### config.mk
export PLATFORM = sky130hd
export DESIGN_NAME = nibble_shift_accumulator
export DESIGN_NICKNAME = d
export VERILOG_FILES = /design/src/rtl/nibble_shift_accumulator.sv
export SDC_FILE = /design/constraint.sdc
export NUM_CORES = 1
export LEC_CHECK = 0
export BUFFER_PORTS_ARGS = -buffer_cell sky130_fd_sc_hd__buf_2
export CAP_MARGIN = 20
export CORE_MARGIN = 3
export CORE_UTILIZATION = 50
export CTS_CLUSTER_DIAMETER = 50
export DETAILED_ROUTE_END_ITERATION = 6
export PLACE_DENSITY = 0.74
export SETUP_SLACK_MARGIN = 0.4
export SKIP_LAST_GASP = 1
export SYNTH_ARGS = -nofsm -noshare
export SYNTH_HDL_FRONTEND = slang
export SYNTH_SLANG_ARGS = --single-unit
### constraint.sdc
create_clock -name clk -period 9.05 [get_ports clk]
set_clock_uncertainty 0.15 [all_clocks]
set_input_delay 1.81 -clock clk [delete_from_list [all_inputs] [get_ports clk]]
set_output_delay 1.81 -clock clk [all_outputs]
set_load 0.005 [all_outputs]
### src/rtl/nibble_shift_accumulator.sv
`default_nettype none
// ============================================================================
// Module   : nibble_shift_accumulator
// Brief    : Shifts and sums nibble-serial partial products into a full product
//            and adds it to a running dot-product sum. Also counts zero nibbles.
// Revision : 1.0 - initial release
// ============================================================================
module nibble_shift_accumulator #(
    parameter int LOG2_WIDTH        = 4,
    parameter int WIDTH             = 2**LOG2_WIDTH,
    parameter int LOG2_NIBBLE_WIDTH = 2,
    parameter int NIBBLE_WIDTH      = 2**LOG2_NIBBLE_WIDTH,
    parameter int NUM_NIBBLES       = WIDTH/NIBBLE_WIDTH,
    parameter int ACC_GUARD         = 8,
    parameter int ACC_WIDTH         = 2*WIDTH+ACC_GUARD
) (
    input  logic                                   clk,
    input  logic                                   rst_n,
    input  logic                                   pp_valid,
    output logic                                   pp_ready,
    input  logic [2*WIDTH-1:0]                     pp_data,
    input  logic                                   pp_nibble_zero,
    input  logic                                   pp_last,
    input  logic                                   acc_clear,
    output logic                                   res_valid,
    input  logic                                   res_ready,
    output logic [ACC_WIDTH-1:0]                   res_data,
    output logic [LOG2_WIDTH-LOG2_NIBBLE_WIDTH:0]  res_zero_cnt,
    output logic                                   err_nz
);

    localparam int IDX_W = LOG2_WIDTH - LOG2_NIBBLE_WIDTH;

    localparam logic [IDX_W-1:0] c_idx_zero = '0;
    localparam logic [IDX_W-1:0] c_idx_one  = IDX_W'(1);
    localparam logic [IDX_W-1:0] c_idx_max  = IDX_W'(NUM_NIBBLES - 1);

    typedef enum logic [0:0] {
        ST_ACCUM = 1'b0,
        ST_HOLD  = 1'b1
    } state_t;

    state_t                 r_state;
    logic [IDX_W-1:0]       r_idx;
    logic [ACC_WIDTH-1:0]   r_prod;
    logic [ACC_WIDTH-1:0]   r_base;
    logic [ACC_WIDTH-1:0]   r_run;
    logic [IDX_W:0]         r_zcnt;
    logic [IDX_W:0]         r_res_zcnt;
    logic                   r_err_nz;

    logic                   w_accept;
    logic                   w_first;
    logic                   w_done;
    logic [LOG2_WIDTH-1:0]  w_shamt;
    logic [ACC_WIDTH-1:0]   w_term;
    logic [ACC_WIDTH-1:0]   w_prod;
    logic [ACC_WIDTH-1:0]   w_base;
    logic [IDX_W:0]         w_zcnt;
    logic [IDX_W:0]         w_zinc;

    assign pp_ready     = (r_state == ST_ACCUM);
    assign res_valid    = (r_state == ST_HOLD);
    assign res_data     = r_run;
    assign res_zero_cnt = r_res_zcnt;
    assign err_nz       = r_err_nz;

    assign w_accept = pp_valid && pp_ready;
    assign w_first  = (r_idx == c_idx_zero);
    assign w_done   = pp_last || (r_idx == c_idx_max);

    // Nibble position idx maps to a shift of idx*NIBBLE_WIDTH bits.
    assign w_shamt = {r_idx, {LOG2_NIBBLE_WIDTH{1'b0}}};
    assign w_term  = {{ACC_GUARD{1'b0}}, pp_data} << w_shamt;
    assign w_zinc  = {{IDX_W{1'b0}}, pp_nibble_zero};

    assign w_prod  = w_first ? w_term : (r_prod + w_term);
    assign w_zcnt  = w_first ? w_zinc : (r_zcnt + w_zinc);
    assign w_base  = w_first ? (acc_clear ? '0 : r_run) : r_base;

    always_ff @(posedge clk or negedge rst_n) begin
        if (!rst_n) begin
            r_state    <= ST_ACCUM;
            r_idx      <= '0;
            r_prod     <= '0;
            r_base     <= '0;
            r_run      <= '0;
            r_zcnt     <= '0;
            r_res_zcnt <= '0;
            r_err_nz   <= 1'b0;
        end else begin
            case (r_state)
                ST_ACCUM: begin
                    if (w_accept) begin
                        r_prod <= w_prod;
                        r_zcnt <= w_zcnt;
                        r_base <= w_base;
                        if (pp_nibble_zero && (pp_data != '0)) begin
                            r_err_nz <= 1'b1;
                        end
                        if (w_done) begin
                            r_run      <= w_base + w_prod;
                            r_res_zcnt <= w_zcnt;
                            r_idx      <= '0;
                            r_state    <= ST_HOLD;
                        end else begin
                            r_idx <= r_idx + c_idx_one;
                        end
                    end
                end
                ST_HOLD: begin
                    if (res_ready) begin
                        r_state <= ST_ACCUM;
                    end
                end
                default: r_state <= ST_ACCUM;
            endcase
        end
    end

endmodule
`default_nettype wire

==> reports/metrics.csv <==
metric,value,unit
status,completed,
grt_antenna_before_repair,0,
die_area,24500,µm²
syn_area,11300,µm²
total_power,5.89,mW
diodes,0,
final_area,12500,µm²
max_cap_violations,0,
ys_types,81,
grt-ovfl-total,0,
syn_inst,1434,
synth_top_area_share,0.287,
hpwl,25.1,mm
synthTopCellsByCount,"314 x nand2_1, 130 x dfrtp_1, 102 x o21ai_0, 98 x a21oi_1, 92 x nor2_1",
grt_pass1_vias,10200,
initial_utilization,0.514,
rsz0062_at_grt,no,
synthFlopType,dfrtp_1,
clock-root-buffer,clkbuf_16,
synth_edf_count,0,
min_period_over_period,0.814,
grt_pass1_wl,53.7,mm
fmax,0.136,GHz
powerDensity,473,nW/µm²
insertion_delay,0.43,ns
yosys.area_share.adder,0.0918,
num_io_pins,85,
cts_tree,done,
place_area,11900,µm²
synth-compound-area-share,0.238,
synth_top_family_by_area,compound AO/OA/AOI/OAI gates,
die_h,156,µm
cts_max_path_buffers,2,
hold_class,register to register,
tightest_slew,0.920,ns
core,22000,µm²
gp_congestion,0.963,
viasPerCell,6.13,
post_cts_resized,0,
io_buffer_count,84,
post_cts_buffers,0,
cp_max_fo,7,
relSlewSlack,0.380,
hold_viol_final,0,
drtIter0Drc,786,
dieWidth,156,µm
vias,10800,
yosysMostFrequentCell,nand2_1,
ys_ff_latch,130,
yosysSeqAreaShare,0.287,
async_flop_share,1.00,
firstDrtPassIters,5,
setup_viol,0,
drtAntennaViolNets,0,
drc_errors,0,
fin_crit,7.37,ns
ys_top_cells_by_area,"dfrtp_1 29%, nand2_1 10%, ha_1 8.7%",
grt_usage,0.277,
fill_cells,2061,
synth_nets,1554,
nets,1585,
wl,33.7,mm
yosysTopAreaCell,dfrtp_1,
yosysWarnings,0,
endpoint_kind,register,
clk_pin_slew_worst_paths,0.07,ns
rows,54,
critPathMaxStageDelay,0.45,ns
crit_slowest_cell,or3b_2,
synth_area_per_cell,7.89,µm²
criticalPathCategory,primary input to register,
cts.sinks,130,
synth-xor-area-share,0.0674,
htreeDepth,4,
synthSimpleGateAreaFrac,0.222,
cp.required,9.27,ns
whs,0.311,ns
muxShareOfSynthArea,0.0515,
start_kind,primary input,
cts_hold_buf,0,
vdd_drop_max,0.000177,V
setup_tns,0,ns
area_growth,10.1,%
drive_above_1_share,0.128,
cp_data_arrival_time,7.59,ns
maxSlewViolCount,0,
cts_made_buffers,17,
wl_per_cell,19.2,µm
power.leakage,5.97,nW
grt_max_degree,88,
-- flip-flops by register name (all words and copies together) (netlist names) --
register,flops
r_base,40
r_prod,40
res_data,40
r_zcnt,3
res_zero_cnt,3
r_idx,2
err_nz,1
res_valid,1
-- critical path, delay by kind of cell --
family,cells,cell delay (ns)
buffers and inverters,1,0.12
AND/OR/NAND/NOR,9,1.72
adder cells (fa/ha/maj),4,1.38
AO/OA/AOI/OAI,10,2.13
XOR/XNOR,1,0.42
-- kinds of logic after synthesis --
group           count (synthesis)
flops                         130
buf+inv                       124
compound gates                401
xor+xnor                       84
fa+ha+maj                      82
simple gates                  564
mux                            49
-- final timing paths --
kind                       startpoint  cells past startpoint  slack [ns]           end
max                        pp_data[0]                     25        1.68  res_data[37]
min                            err_nz                      1        0.31        err_nz
max reg2reg                  r_idx[1]                     25        2.16  res_data[37]
min reg2reg                    err_nz                      1        0.31        err_nz
max in group asynchronous       rst_n                      2        6.15    r_prod[13]
min in group asynchronous       rst_n                      1        1.22      r_idx[0]
-- layout by cell type (no fill, tap or decap), types with 10 or more instances in the layout --
cell         n
o21ai_0    101
a22oi_1     12
xnor2_1     51
o31ai_1     10
nand4_1     20
mux2_2      17
nor2_1      91
o21bai_1    10
a22o_1      30
xor2_1      31
a21o_1      24
a21oi_1     98
and2_1      11
inv_1       40
buf_4       10
nor4_1      16
o21a_1      11
dfrtp_1    129
nor2b_1     15
buf_2       83
a211oi_1    11
clkbuf_16   17
nor3_1      27
a31oi_1     13
mux2i_1     24
nand3_1     18
and3_1      13
nand2_1    313
ha_1        78
-- power breakdown --
| group | switching [mW] | total (mW) | internal, mW |
|---|---|---|---|
| combinational | 2.52 | 4.15 | 1.63 |
| sequential | 0.216 | 1.06 | 0.840 |
| clock | 0.320 | 0.684 | 0.364 |
| total | 3.05 | 5.89 | 2.83 |
-- metal layers --
metal | GRT usage | wire, µm
met5 | 0 | 0
met3 | 0.0763 | 2910
met1 | 0.393 | 15500
met4 | 0.0692 | 586
met2 | 0.420 | 14600
-- stage by stage --
step	cells	util	worst slack, ns
4_1_cts	1758	0.565	1.73
3_5_place_dp	1726	0.539	1.29
5_1_grt	1758	0.565	1.28
6_report	1758	0.565	1.68
3_3_place_gp	1726	0.539	1.43
2_1_floorplan	1434	-	2.20
-- cell type report --
class	instances	area, µm²	share of cell area
Timing Repair Buffer	94	502	0.0403
Multi-Input combinational cell	1180	7610	0.611
Tap cell	280	350	0.0281
Clock buffer	17	425	0.0342
Sequential cell	130	3250	0.261
Clock inverter	15	149	0.0120
Inverter	42	158	0.0127
(Power assumes the default switching activity.)
